==> src/rtl/ldl_rr_pkg.sv <==
// Shared types, default widths and index helpers for the CoS round-robin arbiter.
package ldl_rr_pkg;

  localparam int unsigned DEF_BIN_WIDTH = 3;
  localparam int unsigned DEF_COS_WIDTH = 2;
  localparam int unsigned DEF_REQ_WIDTH = 1 << DEF_BIN_WIDTH;

  // onehot2bin operates on a fixed-width container; callers zero-extend and truncate.
  localparam int unsigned OH2B_IDX_WIDTH = 6;
  localparam int unsigned OH2B_WIDTH     = 1 << OH2B_IDX_WIDTH;

  typedef logic [DEF_REQ_WIDTH-1:0][DEF_COS_WIDTH-1:0] cos_vec_t;

  // OR of the indices of all set bits; exact for one-hot and all-zero inputs.
  function automatic logic [OH2B_IDX_WIDTH-1:0] onehot2bin(input logic [OH2B_WIDTH-1:0] oh);
    logic [OH2B_IDX_WIDTH-1:0] b;
    b = '0;
    for (int unsigned i = 0; i < OH2B_WIDTH; i++) begin
      if (oh[i]) b = b | OH2B_IDX_WIDTH'(i);
    end
    return b;
  endfunction

endpackage

==> src/rtl/ldl_rr_cos_arbiter_find_first.sv <==
// Rotating find-first-set: scans vec upward from start with wrap-around,
// returning the first set bit as one-hot and binary (zeros when vec is empty).
module ldl_rr_find_first
  import ldl_rr_pkg::*;
#(
  parameter  int unsigned IDX_WIDTH = DEF_BIN_WIDTH,
  localparam int unsigned WIDTH     = 1 << IDX_WIDTH
) (
  input  logic [WIDTH-1:0]     vec,
  input  logic [IDX_WIDTH-1:0] start,
  output logic [WIDTH-1:0]     hot,
  output logic [IDX_WIDTH-1:0] bin
);

  logic                 found;
  logic [IDX_WIDTH-1:0] idx;

  // Index arithmetic wraps naturally because WIDTH is a power of two.
  always_comb begin
    hot   = '0;
    found = 1'b0;
    idx   = '0;
    for (int unsigned k = 0; k < WIDTH; k++) begin
      idx = start + IDX_WIDTH'(k);
      if (!found && vec[idx]) begin
        hot[idx] = 1'b1;
        found    = 1'b1;
      end
    end
  end

  assign bin = IDX_WIDTH'(onehot2bin(OH2B_WIDTH'(hot)));

endmodule

==> src/rtl/ldl_rr_cos_arbiter.sv <==
// Round-robin arbiter with class-of-service priority: only the highest requesting
// class competes, rotating from one past the last accepted grant.
module ldl_rr_cos_arbiter
  import ldl_rr_pkg::*;
#(
  parameter  int unsigned BIN_WIDTH = DEF_BIN_WIDTH,
  parameter  int unsigned COS_WIDTH = DEF_COS_WIDTH,
  localparam int unsigned REQ_WIDTH = 1 << BIN_WIDTH
) (
  input  logic                                clk,
  input  logic                                rst,
  input  logic [REQ_WIDTH-1:0]                req,
  input  logic [REQ_WIDTH-1:0][COS_WIDTH-1:0] cos,
  input  logic                                ready,
  output logic [REQ_WIDTH-1:0]                hot,
  output logic [BIN_WIDTH-1:0]                bin,
  output logic                                valid
);

  logic [COS_WIDTH-1:0] maxcos;
  logic [REQ_WIDTH-1:0] eligible;
  logic [BIN_WIDTH-1:0] start_idx;
  logic [BIN_WIDTH-1:0] ptr_d, ptr_q;

  // Classes of idle requesters never influence the maximum.
  always_comb begin
    maxcos = '0;
    for (int unsigned i = 0; i < REQ_WIDTH; i++) begin
      if (req[i] && (cos[i] > maxcos)) maxcos = cos[i];
    end
    eligible = '0;
    for (int unsigned i = 0; i < REQ_WIDTH; i++) begin
      eligible[i] = req[i] && (cos[i] == maxcos);
    end
  end

  assign start_idx = ptr_q + BIN_WIDTH'(1);

  ldl_rr_find_first #(
    .IDX_WIDTH (BIN_WIDTH)
  ) u_find_first (
    .vec   (eligible),
    .start (start_idx),
    .hot   (hot),
    .bin   (bin)
  );

  assign valid = |req;

  always_comb begin
    ptr_d = ptr_q;
    if (valid && ready) ptr_d = bin;
  end

  // Reset to the last index so the first search begins at requester 0.
  always_ff @(posedge clk or posedge rst) begin
    if (rst) ptr_q <= '1;
    else     ptr_q <= ptr_d;
  end

endmodule

==> config.mk <==
export PLATFORM = sky130hd
export DESIGN_NAME = ldl_rr_cos_arbiter
export DESIGN_NICKNAME = d
export VERILOG_FILES = /design/src/rtl/ldl_rr_pkg.sv /design/src/rtl/ldl_rr_cos_arbiter_find_first.sv /design/src/rtl/ldl_rr_cos_arbiter.sv
export SDC_FILE = /design/constraint.sdc
export NUM_CORES = 1
export LEC_CHECK = 0
export CAP_MARGIN = 40
export CORE_UTILIZATION = 55
export DETAILED_ROUTE_END_ITERATION = 10
export DONT_BUFFER_PORTS = 1
export PLACE_DENSITY_LB_ADDON = 0.1
export SETUP_SLACK_MARGIN = 0.1
export SLEW_MARGIN = 20
export SYNTH_ARGS = -nofsm -noshare
export SYNTH_HDL_FRONTEND = slang
export SYNTH_SLANG_ARGS = --single-unit
export TNS_END_PERCENT = 1
==> constraint.sdc <==
create_clock -name clk -period 29.1 [get_ports clk]
set_input_delay 5.82 -clock clk [delete_from_list [all_inputs] [get_ports clk]]
set_output_delay 5.82 -clock clk [all_outputs]
set_load 0.02 [all_outputs]
# Yosys cells after proc, flatten, opt, wreduce, memory -nomap -nowiden
# Cells that the tools add are included.
# op_classes
addsub	8
multipliers	0
n_div	0
magnitude_cmp	24
n_eq_ne	8
shift	0
muxes	62
bitwise	7
reduce_logical	40
# op_table
cell	count
2-to-1 mux 8 bit	8
OR 8 bit	7
logical AND 1 bit	32
< comparator 3 x 4 -> 1 bit, second input constant	8
binary-select mux 1 bit (select 3 bit)	8
demux 1 bit (select 3 bit)	8
>= comparator 3 x 1 -> 1 bit, second input constant	8
2-to-1 mux 1 bit	24
2-to-1 mux 2 bit	10
== test 2 bit	8
> comparator 2 bit	7
adder 3 bit, second input constant	4
2-to-1 mux 3 bit	4
OR reduction 8 bit	1
logical NOT 1 bit	7
adder 3 x 1 -> 3 bit, second input constant	2
adder 3 x 2 -> 3 bit, second input constant	2
> comparator 2 x 1 -> 1 bit, second input constant	1
# totals
register_bits	3
latch_bits	0
ramBits	0
mem_bits_ro	0
out_inout_bits	12
wordCells	150
memories	0

# Longest topological paths before layout
# Gate-level depths: netlist (run 1).
# logic_depth
ltp_word	57
depth_mapped	55

# Modules after synthesis
# A second synthesis (run 1) with hierarchy kept.
# unflattened
hier_cells	265
hier_area_um2	2214.6
# by_module_without_submodules
mod	n_inst	cells_per_inst	area_each_um2	seq_area_each_um2
ldl_rr_find_first	1	127	1137.3	0.0
ldl_rr_cos_arbiter	1	138	1077.3	78.8

# Worst setup path before layout (run 1)
# OpenSTA, ideal clock, no wires.
# synth_timing
path_type	input to output
start	input req[0]
end	output bin[0]
arrival_time_ps	15974
required_ps	23280
setup_slack_ps	7306
stages	53
path_buffers	1
path_cell_list	and2_2 > inv_1 > ha_1 > nor2b_4 > o211a_4 > o21ai_0 > ha_1 > nor2_1 > o21ai_0 > o211a_1 > a221oi_2 > and2_1 > ha_1 > nor2_1 > o211ai_1 > a211o_1 > and2_1 > a31oi_1 > (+17 left out) > o21ai_2 > a41oi_1 > inv_1 > ha_1 > nor2b_1 > o211ai_2 > mux2i_1 > o31a_1 > buf_6 > mux2_4 > a311o_1 > and2_0 > mux4_2 > nor2b_4 > a32o_1 > or3_1 > a21oi_1 > nand4_1
# synth_between
elab_chain_cells	56
elab_cells_between_ends	98
# synth_rtl
item	line	source
start: declaration	ldl_rr_cos_arbiter.sv:12	input logic [REQ_WIDTH-1:0] req,
logical AND 1 bit	ldl_rr_cos_arbiter.sv:29	if (req[i] && (cos[i] > maxcos)) maxcos = cos[i];
2-to-1 mux 2 bit	ldl_rr_cos_arbiter.sv:29	
> comparator 2 bit	ldl_rr_cos_arbiter.sv:29	
logical AND 1 bit	ldl_rr_cos_arbiter.sv:29	
2-to-1 mux 2 bit	ldl_rr_cos_arbiter.sv:29	
> comparator 2 bit	ldl_rr_cos_arbiter.sv:29	
logical AND 1 bit	ldl_rr_cos_arbiter.sv:29	
2-to-1 mux 2 bit	ldl_rr_cos_arbiter.sv:29	
(+37 left out)	n/a	
2-to-1 mux 1 bit	ldl_rr_cos_arbiter_find_first.sv:25	if (!found && vec[idx]) begin
logical NOT 1 bit	ldl_rr_cos_arbiter_find_first.sv:25	
logical AND 1 bit	ldl_rr_cos_arbiter_find_first.sv:25	
2-to-1 mux 8 bit *	ldl_rr_cos_arbiter_find_first.sv:25	
2-to-1 mux 1 bit	ldl_rr_pkg.sv:19	if (oh[i]) b = b | OH2B_IDX_WIDTH'(i);
2-to-1 mux 2 bit (2 in series)	ldl_rr_pkg.sv:19	
2-to-1 mux 3 bit (3 in series)	ldl_rr_pkg.sv:19	
2-to-1 mux 3 bit *	ldl_rr_pkg.sv:19	
end: declaration	ldl_rr_cos_arbiter.sv:16	output logic [BIN_WIDTH-1:0] bin,
# Mark *: on every way between the ends. The rest lies on a longest branch, timed or not. The select of a mux whose other input is x is not followed.

# Final worst setup path (run 1)
# Ends and elaborated chain as after synthesis.

==> key figures, run 1 <==
Outcome
  • Run status: finished clean

Worst setup path
  • Reg2reg end: ptr_q[2]
  • Critical path launch point type: primary input
  • Reg2reg start: ptr_q[0]
  • CP dominant cell by count: ha_1
  • Setup crit end: bin[0]
  • Reg2Reg Setup Slack: 22.94 ns
  • CP Max Fanout: 19
  • Reg2reg path depth: 13
  • Slowest-stage cell, CP: a211oi_2
  • CP max stage delay: 0.70 ns
  • CP Class: in2out
  • Kind of end point of the critical path: output port
  • Crit path from: req[0]
  • Crit path DAT: 18.01 ns
  • Worst EP required: 23.28 ns

Finish
  • Max reg flops: 3
  • Final Net Count: between 400 and 500
  • FILL cells: between 400 and 500
  • N_diodes: 0
  • Largest registers: ptr_q: 3 flops
  • Reg with most FFs: ptr_q
  • Share of cells above drive strength 1: between 10% and 20%
  • Non-Filler Instances: approximately 410
  • Area grow syn2layout: 2.194%

GRT
  • Overflow after GRT: 0
  • Largest net degree at the start of global routing: 33
  • Vias in the first global route: between 2,000 and 3,000
  • Initial antenna violation count: 0
  • First-pass GRT wire length: 12.50 mm
  • Total track usage: between 20% and 30%

Logic synthesis
  • Sequential area share after synthesis: 2.941%
  • Area of the mapped netlist: about 0.0027 mm2
  • Area contributors post-synth: ha_1 7.5%, nand2_1 4.8%, mux2i_1 4.1%, inv_1 3.8%, nor2_1 3.6%
  • Post-synth net total: approximately 410
  • Synth top area share: under 10%
  • Mean Syn Cell Area: between 7 and 8 um2
  • Seq cells post-synth: 3
  • Share of async-settable or async-resettable flops after synthesis: 100.0%
  • Synthesis Warnings: 0
  • Largest area contributor in the netlist: ha_1
  • Post-synth top flop: dfstp_2
  • Number of synthesized flops with an enable pin: 0
  • Syn Inst Count: around 360
  • Count of cell types in the netlist: 77

Place
  • Global placement routability congestion: 0.9034
  • Placed cells: 407
  • Number of port buffers: 0
  • Dpl hpwl: between 5 and 6 mm

Clock network
  • Total CTS buffers: 3
  • Clk root buf: clkbuf_8
  • Clock tree buffer depth: 2
  • Clk Latency, worst-skew pair: between 0.2 and 0.25 ns
  • Post-CTS Resized: 0
  • H-tree depth: 1
  • CTS Sinks: 3
  • CTS tree: built
  • Postcts setup bufs: 0
  • CTS clk-pin slew, worst paths: about 0.030 ns
  • Hold Buf Count CTS: 0

STA
  • RSZ-0062 raised after global routing: no
  • TNS Setup: 0 ns
  • Final Max Tran Viols: 0
  • Fin crit period: ~24 ns
  • Period utilization: between 80% and 90%
  • Final Hold Fails: 0
  • Max Clk Rate: between 0.04 and 0.05 GHz
  • Worst Skew: approximately 0.0010 ns
  • Worst-margin pin slew: 0.8740 ns
  • Worst hold slack: 0.5149 ns
  • Final number of setup-violating endpoints: 0
  • Max_slew headroom: 41.63%

Drt
  • Initial DRC count: between 200 and 300
  • DRT antenna net count: 0
  • Via Count: 2,978
  • Drt total wl: approximately 7.7 mm
  • WL/cell: approximately 19 um
  • Via-per-instance ratio: ~7.2
  • Pre-Repair DR Iteration Count: 5
  • DRC Markers: 0

Floorplanning
  • Core area: 0.004692 mm2
  • Starting density of the core: a little under three fifths
  • Rows: 25
  • Number of I/O pins: 39
  • Die area: between 0.005 and 0.006 mm2
  • Chip width: 71.81 um
  • Die height: 71.81 um

Min path
  • Worst min path class: reg2reg

Run
  • Max Cap Viol: 0
critical path: cells and delay by family:
kind | cells | cell delay, ns
AOI/OAI and AO/OA | 23 | 5.79
and+or+nand+nor | 16 | 2.90
adders and majority gates | 7 | 1.90
muxes | 2 | 1.02
buffers and inverters | 5 | 0.54
per-stage QoR:
step / worst slack (ns) / area, um2 / util [%]
2_1_floorplan: 7.306 / 2680 / -
3_3_place_gp: 5.655 / 2686 / 57.25
3_5_place_dp: 5.445 / 2694 / 57.41
4_1_cts: 5.406 / 2739 / 58.37
5_1_grt: 4.217 / 2739 / 58.37
6_report: 5.269 / 2739 / 58.37
Yosys cell counts, drive strengths merged (5+ instances only):
cell type  instances
nor2b              6
mux2i             11
clkbuf             9
a211oi            10
o22ai              5
o211a              7
nand4             14
ha                16
o21ai              8
nand2             34
and2              14
and3               8
o211ai            12
inv               29
a21oi             17
nor2              26
a22oi              5
nor3               5
o2111ai            5
a31oi              9
nand3             19
nor4               5
xnor2              9
mux2               7
per-layer routing:
metal | wire (um) | share of wire [%] | global-route usage, % | vias up
li1 | - | - | - | 1433
met1 | 3701 | 48 | 46.19 | 1429
met2 | 3412 | 45 | 46.33 | 114
met3 | 535 | 7.0 | 1.969 | 2
met4 | 15 | 0.20 | 3.050 | 0
met5 | 0 | 0 | 0 | -
logic make-up after synthesis:
logic type,share of synthesized area (%)
compound gates,40.57
xor+xnor,3.595
fa+ha+maj,7.470
buf+inv,6.629
flops,2.941
mux,9.710
simple gates,29.08
layout make-up:
type	count	area [um2]	share of cell area (%)
timing repair buffer	2	15.01	0.5482
multi-input combinational	319	2424	88.49
clock buffer	4	45.04	1.645
sequential	3	78.83	2.878
tap	54	67.56	2.467
inverter	29	108.9	3.974
placed cells by master (no fill, tap or decap), types with 9 or more instances in the layout:
cell	instances
a21oi_1	17
a31oi_1	9
and2_1	11
ha_1	16
inv_1	27
mux2i_1	11
nand2_1	34
nand3_1	19
nand4_1	13
nor2_1	26
xnor2_1	9
worst min-delay path by stage:
stage,slack (ns),to,cells after the start,start
2_1_floorplan,0.49,ptr_q[1],2,ptr_q[1]
3_3_place_gp,0.53,ptr_q[1],2,ptr_q[1]
3_5_place_dp,0.51,ptr_q[1],2,ptr_q[1]
4_1_cts,0.52,ptr_q[1],2,ptr_q[1]
5_1_grt,0.58,ptr_q[1],2,ptr_q[1]
6_report,0.51,ptr_q[1],2,ptr_q[1]
Power of run 1 is not shown: default switching activity piles up to over one toggle a cycle in this logic, so the estimate is an artifact.
==> inputs of run 2 (changes only) <==
==> constraint.sdc (replaced) <==
create_clock -name clk -period 20 [get_ports clk]
set_input_delay 4 -clock clk [delete_from_list [all_inputs] [get_ports clk]]
set_output_delay 4 -clock clk [all_outputs]
set_load 0.02 [all_outputs]
==> run 2 against run 1 <==
Flip-flop and latch count is the same. Worst hold slack gained 0.018 ns. Critical endpoint unchanged. Setup slack lost 4.5 ns. Largest cell class unchanged. Clock-buffer cell count is the same. Die area is the same. Global-route usage grew 0.088 points. First-iteration DRC count grew 48%.
==> key figures, run 2 (synthesized netlist as in run 1, its figures left out) <==
Finish
  • Leading cell types in the layout, fill and taps excluded: 34 x nand2_1, 27 x inv_1, 25 x nor2_1 (was 34 x nand2_1, 27 x inv_1, 26 x nor2_1)
  • Reg with most FFs: ptr_q (unchanged)
  • N_diodes: 0 (unchanged)
  • Cell area after layout: 0.002878 mm2 (was 0.002739 mm2)
  • Area grow syn2layout: 7.376% (was 2.194%)
  • Max reg flops: 3 (unchanged)
  • Share of cells above drive strength 1: 19.62% (was 14.85%)
  • Non-Filler Instances: 421 (was 411)
  • Largest registers: ptr_q: 3 flops (unchanged)
  • Commonest non-fill, non-tap cell in the layout: nand2_1 (unchanged)
  • Final Net Count: 411 (was 401)

Floorplanning
  • Core area: 0.004692 mm2 (unchanged)
  • Starting density of the core: 57.12% (unchanged)
  • Rows: 25 (unchanged)
  • Number of I/O pins: 39 (unchanged)
  • Chip width: 71.81 um (unchanged)
  • Die height: 71.81 um (unchanged)
  • Die area: 0.005156 mm2 (unchanged)

Drt
  • DRC Markers: 0 (unchanged)
  • Initial DRC count: 424 (was 287)
  • Via-per-instance ratio: 7.112 (was 7.246)
  • WL/cell: 18.68 um (was 18.65 um)
  • DRT antenna net count: 0 (unchanged)
  • Drt total wl: 7.866 mm (was 7.666 mm)
  • Via Count: 2,994 (was 2,978)
  • Pre-Repair DR Iteration Count: 5 (unchanged)

Min path
  • Min-delay src: ptr_q[1] (unchanged)
  • Worst min path class: reg2reg (unchanged)
  • Worst hold endpoint: ptr_q[1] (unchanged)
  • Hold path depth: 2 (unchanged)

Worst setup path
  • Slowest-stage cell, CP: mux4_2 (was a211oi_2)
  • Reg2reg path depth: 14 (was 13)
  • Worst EP required: 16.00 ns (was 23.28 ns)
  • CP Class: in2out (unchanged)
  • Critical path launch point type: primary input (unchanged)
  • CP Max Fanout: 9 (was 19)
  • Reg2reg end: ptr_q[1] (was ptr_q[2])
  • CP dominant cell by count: ha_1 (unchanged)
  • Reg2reg start: ptr_q[0] (unchanged)
  • Kind of end point of the critical path: output port (unchanged)
  • Reg2Reg Setup Slack: 14.02 ns (was 22.94 ns)
  • Crit path DAT: 15.21 ns (was 18.01 ns)
  • CP max stage delay: 0.62 ns (was 0.70 ns)

Place
  • Placed cells: 412 (was 407)
  • Placed Instance Area: 0.002731 mm2 (was 0.002694 mm2)
  • Global placement routability congestion: 0.8692 (was 0.9034)
  • Number of port buffers: 0 (unchanged)
  • Dpl hpwl: 6.021 mm (was 5.989 mm)

Clock network
  • Clk Latency, worst-skew pair: 0.21 ns (about the same)
  • Clock tree buffer depth: 2 (unchanged)
  • CTS Sinks: 3 (unchanged)
  • Hold Buf Count CTS: 0 (unchanged)
  • Clk root buf: clkbuf_8 (unchanged)
  • CTS clk-pin slew, worst paths: 0.03 ns (about the same)
  • Total CTS buffers: 3 (unchanged)
  • CTS tree: built (unchanged)
  • H-tree depth: 1 (unchanged)

GRT
  • Initial antenna violation count: 0 (unchanged)
  • Vias in the first global route: 2,605 (was 2,608)
  • First-pass GRT wire length: 12.66 mm (was 12.50 mm)
  • Total track usage: 29.91% (was 29.83%)
  • Largest net degree at the start of global routing: 33 (unchanged)
  • Overflow after GRT: 0 (unchanged)

STA
  • Final Hold Fails: 0 (unchanged)
  • Final Max Tran Viols: 0 (unchanged)
  • RSZ-0062 raised after global routing: no (unchanged)
  • Max_slew headroom: 44.86% (was 41.63%)
  • Fin crit period: about 19 ns
  • Period utilization: between 90% and 100%
  • Final number of setup-violating endpoints: 0 (unchanged)
  • TNS Setup: 0 ns (unchanged)
  • Max Clk Rate: roughly 0.052 GHz
  • Worst Skew: 0.001907 ns (was 0.001003 ns)
  • Worst-margin pin slew: 0.8262 ns (was 0.8740 ns)

Outcome
  • Run status: finished clean (unchanged)

Run
  • Max Cap Viol: 0 (unchanged)
==> run 2: cell types whose count changed in the layout (fill, tap and decap cells not counted), sizes merged <==
cell,before,now
buf,2,11
clkbuf,4,5
==> run 2: cell type report <==
| class | count | area [um2] |
|---|---|---|
| multi-input cells | 319 | 2487 |
| clock buffers | 4 | 45.04 |
| inverters | 29 | 108.9 |
| flip-flops and latches | 3 | 78.83 |
| well taps | 54 | 67.56 |
| fillers | 446 | 1814 |
| repair buffers | 12 | 90.09 |
==> run 2: layer usage <==
metal	up-vias	wire [um]	track usage (%)	part of all wire (%)
li1	1458	-	-	-
met1	1405	3760	45.85	48
met2	118	3486	45.49	44
met3	13	525	2.813	6.7
met4	0	93	5.011	1.2
met5	-	0	0	0
==> run 2: worst max-delay path by stage <==
stage / to / slack, ns / start
after floorplan: bin[0] / 1.85 / req[0]
after global placement: bin[0] / 0.51 / req[0]
after detailed placement: bin[0] / 0.42 / req[0]
after CTS: bin[0] / 0.36 / req[0]
after global routing: bin[2] / 0.05 / req[0]
final: bin[0] / 0.79 / req[0]
==> run 2: through the flow <==
step                      hold slack, ns  utilization (%)  setup WS (ns)
after floorplan                   0.4923                -          1.846
after global placement            0.5266            58.21         0.5080
after detailed placement          0.5320            58.21         0.4235
after CTS                         0.5339            59.17         0.3630
after global routing              0.5721            61.33        0.05172
final                             0.5324            61.33         0.7923
==> run 2: timing repair <==
action,CTS,global route
setup endpoints to repair,0,11
setup buffers,0,4
hold endpoints to repair,0,0
gates resized for setup,0,13
==> run 2: critical path, delay by kind of cell <==
kind,cells,cell delay (ns)
AO/OA/AOI/OAI,23,4.90
XOR/XNOR,1,0.18
adder cells (fa/ha/maj),7,1.92
buffers and inverters,5,0.61
multiplexers,2,0.86
AND/OR/NAND/NOR,16,2.74
Power of run 2 is left out for the same reason.
==> inputs of run 3 (changes only) <==
--- a/config.mk
+++ b/config.mk
@@ -5,7 +5,7 @@
 export SDC_FILE = /design/constraint.sdc
 export NUM_CORES = 1
 export LEC_CHECK = 0
-export CAP_MARGIN = 40
+export CAP_MARGIN = 20
 export CORE_UTILIZATION = 55
 export DETAILED_ROUTE_END_ITERATION = 10
 export DONT_BUFFER_PORTS = 1
==> run 3 against run 2 <==
Clock skew barely moved. Die area did not move. Final cell count fell by 0.24%. Critical path type unchanged.
==> key figures, run 3 (synthesized netlist as in run 1, its figures left out) <==
Floorplanning
  • Core area: 0.004692 mm2 (unchanged)
  • Starting density of the core: 57.12% (unchanged)
  • Chip width: 71.81 um (unchanged)
  • Number of I/O pins: 39 (unchanged)
  • Rows: 25 (unchanged)
  • Die height: 71.81 um (unchanged)
  • Die area: 0.005156 mm2 (unchanged)

Place
  • Dpl hpwl: 6.021 mm (unchanged)
  • Number of port buffers: 0 (unchanged)
  • Placed Instance Area: 0.002731 mm2 (unchanged)
  • Global placement routability congestion: 0.8692 (unchanged)

Drt
  • Initial DRC count: 351 (was 424)
  • Drt total wl: 7.889 mm (was 7.866 mm)
  • Via-per-instance ratio: 7.221 (was 7.112)
  • WL/cell: 18.78 um (was 18.68 um)
  • Pre-Repair DR Iteration Count: 5 (unchanged)
  • Via Count: 3,033 (was 2,994)
  • DRC Markers: 0 (unchanged)
  • DRT antenna net count: 0 (unchanged)

Run
  • Max Cap Viol: 0 (unchanged)

STA
  • TNS Setup: 0 ns (unchanged)
  • Max_slew headroom: 38.36% (was 44.86%)
  • Worst Skew: 0.001944 ns (was 0.001907 ns)
  • Final Max Tran Viols: 0 (unchanged)
  • Period utilization: 96.03% (was 96.04%)
  • Worst-margin pin slew: 0.9215 ns (was 0.8262 ns)
  • RSZ-0062 raised after global routing: no (unchanged)
  • Fin crit period: 19.21 ns (about the same)
  • Max Clk Rate: 0.05207 GHz (was 0.05206 GHz)
  • Final Hold Fails: 0 (unchanged)
  • Final number of setup-violating endpoints: 0 (unchanged)
  • Worst hold slack: 0.5325 ns (was 0.5324 ns)

GRT
  • Overflow after GRT: 0 (unchanged)
  • Vias in the first global route: 2,605 (unchanged)
  • Initial antenna violation count: 0 (unchanged)
  • Total track usage: 29.91% (unchanged)
  • First-pass GRT wire length: 12.66 mm (unchanged)
  • Largest net degree at the start of global routing: 33 (unchanged)

Clock network
  • Hold Buf Count CTS: 0 (unchanged)
  • Clk Latency, worst-skew pair: 0.21 ns (about the same)
  • CTS clk-pin slew, worst paths: 0.03 ns (about the same)
  • Clock tree buffer depth: 2 (unchanged)
  • Clk root buf: clkbuf_8 (unchanged)
  • Total CTS buffers: 3 (unchanged)
  • CTS Sinks: 3 (unchanged)
  • CTS tree: built (unchanged)
  • H-tree depth: 1 (unchanged)

Worst setup path
  • Critical path launch point type: primary input (unchanged)
  • Reg2Reg Setup Slack: 14.03 ns (was 14.02 ns)
  • Worst EP required: 16.00 ns (about the same)
  • CP Class: in2out (unchanged)
  • Slowest-stage cell, CP: mux4_2 (unchanged)
  • CP Max Fanout: 9 (unchanged)
  • CP dominant cell by count: ha_1 (unchanged)
  • Crit path DAT: 15.21 ns (about the same)
  • Kind of end point of the critical path: output port (unchanged)
  • CP max stage delay: 0.62 ns (about the same)

Finish
  • Commonest non-fill, non-tap cell in the layout: nand2_1 (unchanged)
  • Sequential Area: 78.83 um2 (unchanged)
  • N_diodes: 0 (unchanged)
  • Max reg flops: 3 (unchanged)
  • Util after Layout: 61.17% (was 61.33%)
  • Final Net Count: 410 (was 411)
  • Multi-input logic area: 0.002487 mm2 (unchanged)
  • Reg with most FFs: ptr_q (unchanged)
  • Largest registers: ptr_q: 3 flops (unchanged)
  • Cell area after layout: 0.002870 mm2 (was 0.002878 mm2)
  • Share of cells above drive strength 1: 19.40% (was 19.62%)
  • FILL cells: 446 (unchanged)
  • Leading cell types in the layout, fill and taps excluded: 34 x nand2_1, 27 x inv_1, 25 x nor2_1 (unchanged)
  • Area grow syn2layout: 7.096% (was 7.376%)

Min path
  • Worst min path class: reg2reg (unchanged)

Outcome
  • Run status: finished clean (unchanged)
==> run 3: final timing paths <==
| check | startpoint | depth (start not counted) | end |
|---|---|---|---|
| max in group asynchronous | rst | 1 | ptr_q[0] |
| max | req[0] | 53 | bin[0] |
| min in group asynchronous | rst | 1 | ptr_q[1] |
| min reg2reg | ptr_q[1] | 2 | ptr_q[1] |
| max reg2reg | ptr_q[0] | 14 | ptr_q[1] |
| min | ptr_q[1] | 2 | ptr_q[1] |
==> run 3: critical path, delay by kind of cell <==
| kind | cells | cell delay [ns] |
|---|---|---|
| AO/OA/AOI/OAI | 23 | 4.93 |
| adder cells (fa/ha/maj) | 7 | 1.92 |
| buffers and inverters | 5 | 0.59 |
| multiplexers | 3 | 1.22 |
| AND/OR/NAND/NOR | 15 | 2.53 |
==> run 3: layout make-up <==
cell class,count,area share [%]
clock buffers,4,1.569
inverters,29,3.792
multi-input cells,319,86.66
flip-flops and latches,3,2.746
well taps,54,2.354
repair buffers,11,2.877
==> run 3: per-stage QoR <==
stage          instances  setup WS [ns]
3_3_place_gp         412         0.5080
6_report             420         0.7948
2_1_floorplan        364          1.846
3_5_place_dp         412         0.4235
4_1_cts              416         0.3630
5_1_grt              420        0.04742
==> run 3: what timing repair did <==
item | in CTS | in global routing
buffers inserted | 0 | 4
setup endpoints to repair | 0 | 11
gates resized for setup | 0 | 13
==> run 3: metal layers <==
metal  GRT usage (%)  part of all wire (%)  wire length, um
met5               0                     0                0
met4           5.011                   1.2               91
met3           2.813                   8.1              640
met2           45.49                    44             3437
met1           45.85                    47             3719
Power of run 3 is left out for the same reason.
